### src/rtl/atm_account_arbiter_pkg.sv
`default_nettype none
// ============================================================================
// Module      : atm_pkg
// Description : Shared definitions for the ATM account arbiter slice: FSM
//               state encoding, transaction op codes and default balance.
// Revision    : 1.0 - initial release
// ============================================================================
package atm_pkg;

  typedef enum logic [1:0] {
    IDLE    = 2'd0,
    EXEC    = 2'd1,
    RESP    = 2'd2,
    RELEASE = 2'd3
  } state_t;

  localparam logic OP_DEPOSIT  = 1'b0;
  localparam logic OP_WITHDRAW = 1'b1;

  localparam logic [63:0] DEFAULT_INIT_BALANCE = 64'd4500;

endpackage
`default_nettype wire

### src/rtl/atm_account_arbiter_if.sv
`default_nettype none
// ============================================================================
// Module      : atm_account_arbiter_if
// Description : Request/response bundle between the ATM front-end
//               controllers (master) and the account arbiter (slave).
//   req      N_PORTS        per-port level request, held until ack
//   op       N_PORTS        per-port op, 1 = withdraw, 0 = deposit
//   amount   N_PORTS*AMT_W  per-port amount, port i at [i*AMT_W +: AMT_W]
//   ack      N_PORTS        one-cycle completion pulse to the served port
//   ok/insufficient/overflow  status, valid while ack is high
//   balance  BAL_W          current balance
//   busy     1              arbiter not idle
// Revision    : 1.0 - initial release
// ============================================================================
interface atm_account_arbiter_if #(
  parameter int N_PORTS = 4,
  parameter int AMT_W   = 32,
  parameter int BAL_W   = 64
) ();

  logic [N_PORTS-1:0]       req;
  logic [N_PORTS-1:0]       op;
  logic [N_PORTS*AMT_W-1:0] amount;
  logic [N_PORTS-1:0]       ack;
  logic                     ok;
  logic                     insufficient;
  logic                     overflow;
  logic [BAL_W-1:0]         balance;
  logic                     busy;

  modport master (
    output req, op, amount,
    input  ack, ok, insufficient, overflow, balance, busy
  );

  modport slave (
    input  req, op, amount,
    output ack, ok, insufficient, overflow, balance, busy
  );

endinterface
`default_nettype wire

### src/rtl/atm_account_arbiter_rr_picker.sv
`default_nettype none
// ============================================================================
// Module      : rr_picker
// Description : Combinational round-robin picker. Returns the first set
//               request bit scanning ptr, ptr+1, ... modulo N_PORTS.
//   req_i     N_PORTS  request vector
//   ptr_i     IDX_W    highest-priority index
//   winner_o  IDX_W    selected index (valid only with valid_o)
//   valid_o   1        any request present
// Revision    : 1.0 - initial release
// ============================================================================
module rr_picker #(
  parameter int N_PORTS = 4,
  parameter int IDX_W   = $clog2(N_PORTS)
) (
  input  logic [N_PORTS-1:0] req_i,
  input  logic [IDX_W-1:0]   ptr_i,
  output logic [IDX_W-1:0]   winner_o,
  output logic               valid_o
);

  logic [2*N_PORTS-1:0] w_req2;
  logic [N_PORTS-1:0]   w_rot;
  logic [IDX_W-1:0]     w_off;
  logic [IDX_W:0]       w_sum;

  // Rotate so that bit 0 of w_rot corresponds to port ptr_i.
  assign w_req2 = {req_i, req_i};
  assign w_rot  = w_req2[N_PORTS-1:0] >> ptr_i | w_req2[2*N_PORTS-1:N_PORTS] << (IDX_W'(N_PORTS) - ptr_i);

  // Lowest set bit of the rotated vector; scanning downward lets the
  // smallest offset overwrite the larger ones.
  always_comb begin
    w_off = '0;
    for (int i = N_PORTS - 1; i >= 0; i--) begin
      if (w_rot[i]) begin
        w_off = IDX_W'(i);
      end
    end
  end

  assign w_sum    = {1'b0, ptr_i} + {1'b0, w_off};
  assign winner_o = (w_sum >= (IDX_W + 1)'(N_PORTS)) ?
                    IDX_W'(w_sum - (IDX_W + 1)'(N_PORTS)) : w_sum[IDX_W-1:0];
  assign valid_o  = |req_i;

endmodule
`default_nettype wire

### src/rtl/atm_account_arbiter.sv
`default_nettype none
// ============================================================================
// Module      : atm_account_arbiter
// Description : Round-robin arbiter that serialises deposit/withdraw
//               transactions from N_PORTS ATM controllers onto a single
//               balance register and reports per-transaction status.
//   clk     1  clock, rising edge
//   rst     1  synchronous active-high reset
//   bus_io  atm_account_arbiter_if.slave  request/status bundle
// Revision    : 1.0 - initial release
// ============================================================================
module atm_account_arbiter
  import atm_pkg::*;
#(
  parameter int               N_PORTS      = 4,
  parameter int               AMT_W        = 32,
  parameter int               BAL_W        = 64,
  parameter logic [BAL_W-1:0] INIT_BALANCE = BAL_W'(DEFAULT_INIT_BALANCE)
) (
  input  logic                 clk,
  input  logic                 rst,
  atm_account_arbiter_if.slave bus_io
);

  localparam int IDX_W = $clog2(N_PORTS);

  state_t             state_q, state_d;
  logic [IDX_W-1:0]   ptr_q, ptr_d;
  logic [IDX_W-1:0]   win_q, win_d;
  logic               op_q, op_d;
  logic [AMT_W-1:0]   amt_q, amt_d;
  logic [BAL_W-1:0]   bal_q, bal_d;
  logic               ok_q, ok_d;
  logic               insuf_q, insuf_d;
  logic               ovf_q, ovf_d;

  logic [IDX_W-1:0]   w_pick_win;
  logic               w_pick_valid;
  logic [AMT_W-1:0]   w_pick_amt;
  logic               w_pick_op;
  logic [BAL_W-1:0]   w_amt_ext;
  logic [BAL_W:0]     w_sum;

  rr_picker #(
    .N_PORTS (N_PORTS),
    .IDX_W   (IDX_W)
  ) u_picker (
    .req_i    (bus_io.req),
    .ptr_i    (ptr_q),
    .winner_o (w_pick_win),
    .valid_o  (w_pick_valid)
  );

  // Mux the winner's fields out of the flat request vectors.
  always_comb begin
    w_pick_amt = '0;
    w_pick_op  = 1'b0;
    for (int i = 0; i < N_PORTS; i++) begin
      if (w_pick_win == IDX_W'(i)) begin
        w_pick_amt = bus_io.amount[i*AMT_W +: AMT_W];
        w_pick_op  = bus_io.op[i];
      end
    end
  end

  // One extra bit catches deposit carry-out as overflow.
  assign w_amt_ext = BAL_W'(amt_q);
  assign w_sum     = {1'b0, bal_q} + {1'b0, w_amt_ext};

  always_ff @(posedge clk) begin
    if (rst) begin
      state_q <= IDLE;
      ptr_q   <= '0;
      win_q   <= '0;
      op_q    <= OP_DEPOSIT;
      amt_q   <= '0;
      bal_q   <= INIT_BALANCE;
      ok_q    <= 1'b0;
      insuf_q <= 1'b0;
      ovf_q   <= 1'b0;
    end else begin
      state_q <= state_d;
      ptr_q   <= ptr_d;
      win_q   <= win_d;
      op_q    <= op_d;
      amt_q   <= amt_d;
      bal_q   <= bal_d;
      ok_q    <= ok_d;
      insuf_q <= insuf_d;
      ovf_q   <= ovf_d;
    end
  end

  always_comb begin
    state_d = state_q;
    ptr_d   = ptr_q;
    win_d   = win_q;
    op_d    = op_q;
    amt_d   = amt_q;
    bal_d   = bal_q;
    ok_d    = ok_q;
    insuf_d = insuf_q;
    ovf_d   = ovf_q;
    case (state_q)
      IDLE: begin
        if (w_pick_valid) begin
          win_d   = w_pick_win;
          op_d    = w_pick_op;
          amt_d   = w_pick_amt;
          ptr_d   = (w_pick_win == IDX_W'(N_PORTS - 1)) ? '0 : w_pick_win + 1'b1;
          state_d = EXEC;
        end
      end
      EXEC: begin
        ok_d    = 1'b0;
        insuf_d = 1'b0;
        ovf_d   = 1'b0;
        if (op_q == OP_WITHDRAW) begin
          if (w_amt_ext <= bal_q) begin
            bal_d = bal_q - w_amt_ext;
            ok_d  = 1'b1;
          end else begin
            insuf_d = 1'b1;
          end
        end else begin
          if (w_sum[BAL_W]) begin
            ovf_d = 1'b1;
          end else begin
            bal_d = w_sum[BAL_W-1:0];
            ok_d  = 1'b1;
          end
        end
        state_d = RESP;
      end
      RESP: begin
        ok_d    = 1'b0;
        insuf_d = 1'b0;
        ovf_d   = 1'b0;
        state_d = RELEASE;
      end
      RELEASE: begin
        // Hold here until the served port drops its request so a
        // still-asserted level request is not granted twice.
        if (!bus_io.req[win_q]) begin
          state_d = IDLE;
        end
      end
      default: state_d = IDLE;
    endcase
  end

  assign bus_io.ack          = (state_q == RESP) ?
                               ({{(N_PORTS-1){1'b0}}, 1'b1} << win_q) : '0;
  assign bus_io.ok           = ok_q;
  assign bus_io.insufficient = insuf_q;
  assign bus_io.overflow     = ovf_q;
  assign bus_io.balance      = bal_q;
  assign bus_io.busy         = (state_q != IDLE);

endmodule
`default_nettype wire

### src/flat_wrapper.sv
// flat-port wrapper written by rule: the top's interface ports become plain ports
module atm_account_arbiter_flat import atm_pkg::*;
#(
  parameter int               N_PORTS      = 4,
  parameter int               AMT_W        = 32,
  parameter int               BAL_W        = 64,
  parameter logic [BAL_W-1:0] INIT_BALANCE = BAL_W'(DEFAULT_INIT_BALANCE)
)
  (clk, rst, bus_io_req, bus_io_op, bus_io_amount, bus_io_ack, bus_io_ok, bus_io_insufficient, bus_io_overflow, bus_io_balance, bus_io_busy);
  atm_account_arbiter_if #(.N_PORTS(N_PORTS), .AMT_W(AMT_W), .BAL_W(BAL_W)) bus_io_i ();
  input  logic clk;
  input  logic rst;
  input wire logic [$bits(bus_io_i.req)-1:0] bus_io_req;
  input wire logic [$bits(bus_io_i.op)-1:0] bus_io_op;
  input wire logic [$bits(bus_io_i.amount)-1:0] bus_io_amount;
  output wire logic [$bits(bus_io_i.ack)-1:0] bus_io_ack;
  output wire logic [$bits(bus_io_i.ok)-1:0] bus_io_ok;
  output wire logic [$bits(bus_io_i.insufficient)-1:0] bus_io_insufficient;
  output wire logic [$bits(bus_io_i.overflow)-1:0] bus_io_overflow;
  output wire logic [$bits(bus_io_i.balance)-1:0] bus_io_balance;
  output wire logic [$bits(bus_io_i.busy)-1:0] bus_io_busy;
  assign bus_io_i.req = bus_io_req;
  assign bus_io_i.op = bus_io_op;
  assign bus_io_i.amount = bus_io_amount;
  assign bus_io_ack = bus_io_i.ack;
  assign bus_io_ok = bus_io_i.ok;
  assign bus_io_insufficient = bus_io_i.insufficient;
  assign bus_io_overflow = bus_io_i.overflow;
  assign bus_io_balance = bus_io_i.balance;
  assign bus_io_busy = bus_io_i.busy;
  atm_account_arbiter #(.N_PORTS(N_PORTS), .AMT_W(AMT_W), .BAL_W(BAL_W), .INIT_BALANCE(INIT_BALANCE)) u_core (.clk(clk), .rst(rst), .bus_io(bus_io_i));
endmodule
### config.mk
export PLATFORM = sky130hd
export DESIGN_NAME = atm_account_arbiter_flat
export DESIGN_NICKNAME = d
export VERILOG_FILES = /design/src/rtl/atm_account_arbiter_pkg.sv /design/src/rtl/atm_account_arbiter_if.sv /design/src/rtl/atm_account_arbiter_rr_picker.sv /design/src/rtl/atm_account_arbiter.sv /design/src/flat_wrapper.sv
export SDC_FILE = /design/constraint.sdc
export NUM_CORES = 1
export LEC_CHECK = 0
export CAP_MARGIN = 20
export CORE_MARGIN = 2
export CORE_UTILIZATION = 45
export CTS_BUF_LIST = sky130_fd_sc_hd__clkbuf_4 sky130_fd_sc_hd__clkbuf_8 sky130_fd_sc_hd__clkbuf_16
export DETAILED_ROUTE_END_ITERATION = 8
export GPL_TIMING_DRIVEN = 0
export PLACE_DENSITY_LB_ADDON = 0.08
export REMOVE_ABC_BUFFERS = 1
export SYNTH_ARGS = -nofsm -noshare
export SYNTH_HDL_FRONTEND = slang
export SYNTH_SLANG_ARGS = --single-unit
### constraint.sdc
create_clock -name clk -period 3.6 [get_ports clk]
set_input_delay 0.36 -clock clk [delete_from_list [all_inputs] [get_ports clk]]
set_output_delay 0.36 -clock clk [all_outputs]
set_load 0.1 [all_outputs]
==> impl_metrics.json <==
{
  "status": "completed",
  "root_buffer": "clkbuf_16",
  "hold_viol": 0,
  "setup.worst_path.end_class": "flop",
  "syn_to_final_growth_pct": 30.5,
  "final_common_cell": "clkdlybuf4s50_1",
  "final_nets": 1791,
  "cts_tree": "built",
  "sw_frac_of_total_pct": 58.3,
  "syn_area_mm2": 0.00999,
  "initialDrtViolationCount": 1208,
  "drive_gt1_share_pct": 7.83,
  "max_freq_mhz": 285,
  "antenna_cells": 0,
  "clk_pin_slew_worst_paths_ps": 90,
  "internal_power_mw": 5.70,
  "busiest_layer": "met2",
  "vias_per_cell": 6.04,
  "cap_violations": 0,
  "setup_slack_ps": 92.3,
  "slew_viol_final": 0,
  "place_ws_ps": -815,
  "clockPowerShare_pct": 7.7,
  "synth_warnings": 0,
  "cts_num_sinks": 106,
  "antenna_left": 0,
  "num_rows": 54,
  "vias": 11300,
  "power_mw": 13.7,
  "p_seq_share_pct": 15.0,
  "first_pass_iters": 6,
  "setup_viol_count_final": 0,
  "fp.dieW_um": 153,
  "synth-seq-area-share_pct": 21.2,
  "nFillCells": 2126,
  "holdWs_ps": 401,
  "crit_arrival_ps": 3820,
  "grt_pass1_wl_um": 56500,
  "cts_hold_buffers": 0,
  "finalCritPeriodShare_pct": 97.4,
  "hp-class": "primary input to flop",
  "htreeDepth": 3,
  "p_sw_mw": 7.97,
  "syn_inst": 1444,
  "leakage_nw": 4.91,
  "port_buffers": 209,
  "peakVddDrop_mv": 0.716,
  "met1_usage_pct": 40.8,
  "synth-seq-cells": 106,
  "reg2reg_slack_ps": 90,
  "tightest_slew_ps": 1050,
  "synth_ff_type": "dfxtp_1",
  "clock_path_buffers": 2,
  "synth_edf_count": 0,
  "use_met3_pct": 4.73,
  "cp-start-kind": "flop",
  "power.density_mw_per_mm2": 1050,
  "slew_headroom_pct": 29.7,
  "cp.required_ps": 3910,
  "grt_max_degree": 84,
  "antenna_found_initial": 0,
  "critPathKind": "flop to flop",
  "finClkSkew_ps": 18.5,
  "fin_crit_ps": 3510,
  "post-dp-hpwl_um": 26200,
  "power_frac_comb_pct": 77.3,
  "synth_area_per_cell_um2": 6.92,
  "numCtsBuffers": 9,
  "overflow": 0,
  "drc": 0,
  "crit_fanout": 4,
  "final_util_pct": 59.7,
  "wire_per_inst_um": 19.5,
  "start_util_pct": 45.8,
  "first_global_vias": 10600,
  "gp_congestion": 0.955,
  "die_h_um": 153,
  "synth_cell_type_count": 76,
  "final_cell_mix": "clkdlybuf4s50_1, nor2_1, nand2_1, a21oi_1, dfxtp_1",
  "clk_latency_ps": 380,
  "routed_wl_um": 36200,
  "synthArstFlopShare_pct": 0,
  "use_met2_pct": 47.3,
  "rsz0062_at_grt": "yes",
  "io_pins": 210,
  "fp.coreArea_mm2": 0.0218,
  "track_usage_pct": 29.4,
  "dieArea_mm2": 0.0234
}
[cell type report]
type | instances | area (um2) | area share [%]
Sequential cell | 106 | 2130 | 16.3
Inverter | 78 | 297 | 2.27
Timing Repair Buffer | 232 | 2410 | 18.5
Tap cell | 280 | 350 | 2.69
Clock inverter | 7 | 82.6 | 0.633
Clock buffer | 9 | 225 | 1.73
Multi-Input combinational cell | 1151 | 7540 | 57.8
[cells by family after synthesis]
logic type / count (synthesis) / synth area share [%]
AND/OR/NAND/NOR: 546 / 25.7
AO/OA/AOI/OAI: 463 / 30.2
buffers and inverters: 189 / 7.50
flip-flops: 106 / 21.2
adder cells (fa/ha/maj): 76 / 9.64
XOR/XNOR: 59 / 5.17
multiplexers: 5 / 0.639
[worst paths after layout]
path / cells past startpoint / to / from
setup / recovery: 14 / u_core.bus_io.balance[56] / u_core.bus_io.balance[0]
hold / removal: 2 / u_core.amt_q[0] / rst
setup reg to reg: 14 / u_core.bus_io.balance[56] / u_core.bus_io.balance[0]
hold reg to reg: 2 / u_core.bus_io.balance[20] / u_core.bus_io.balance[20]
[metrics by stage]
stage / cells / setup TNS [ps] / instance area, um2
after detailed placement: 1830 / -40000 / 12200
after CTS: 1855 / 0 / 12700
after global routing: 1863 / -131 / 13000
after global placement: 1822 / -257490 / 12000
after floorplan: 1333 / -44990 / 9540
final: 1863 / 0 / 13000
[state kept, by name, indices dropped and copies added (netlist names), 2 cells and up]
signal                 flops
u_core.amt_q              32
u_core.bus_io.balance     64
u_core.ptr_q               2
u_core.state_q             2
u_core.win_q               2
[cell usage after synthesis (7+ instances only)]
cell | number | share of area, %
xnor2_1 | 35 | 3.1
nand3_1 | 37 | 1.9
o31ai_1 | 24 | 1.8
xor2_1 | 24 | 2.1
clkbuf_1 | 92 | 3.5
o21ai_0 | 80 | 4.0
a22oi_1 | 33 | 2.5
o21a_1 | 12 | 0.90
buf_2 | 14 | 0.70
a21oi_1 | 135 | 6.8
nor4_1 | 23 | 1.4
nor2b_1 | 11 | 0.69
inv_1 | 77 | 2.9
o2111ai_1 | 10 | 0.88
nand2_1 | 138 | 5.2
nor2_1 | 197 | 7.4
or4_1 | 8 | 0.60
o21bai_1 | 9 | 0.68
a211oi_1 | 22 | 1.7
a31oi_1 | 11 | 0.69
a21o_1 | 15 | 1.1
nand4_1 | 14 | 0.88
or2_2 | 7 | 0.44
dfxtp_1 | 106 | 21
nor3_1 | 41 | 2.1
or3_1 | 10 | 0.63
nand2b_1 | 16 | 1.0
and3_1 | 12 | 0.75
o211ai_1 | 53 | 4.0
ha_1 | 73 | 9.1
[critical path: stages, from the launching register on]
cell and delay, ps:
dfxtp_2 370, ha_1 170, inv_1 60, fa_1 390
o21ba_2 220, nand2b_2 210, a211oi_4 390, o2111ai_4 180
a21oi_2 160, buf_4 160, o21bai_2 130, nand2_1 160
a31oi_2 180, or4_1 520, a21oi_1 150
[routing by layer]
layer | vias up | routed length [um]
met3 | 48 | 2500
met2 | 497 | 16600
met5 | - | 0
met4 | 0 | 674
met1 | 5241 | 16400
li1 | 5474 | -
[power groups by stage]
stage	sequential, mW	clock [mW]	combinational, mW
after floorplan	3.31	0	5.59
after global placement	2.08	0	9.36
after detailed placement	2.09	0	9.51
after CTS	2.07	1.07	9.91
after global routing	2.12	1.11	11.5
final	2.05	1.05	10.6
[timing repair]
item                                    in CTS  in global routing
resized for setup                           18                 62
endpoints found under the setup margin      96                 63
pin swaps                                    3                 10
cloned                                       2                  0
buffers inserted                             7                  8
hold endpoints to repair                     0                  0
Power figures use the tool's default switching activity.
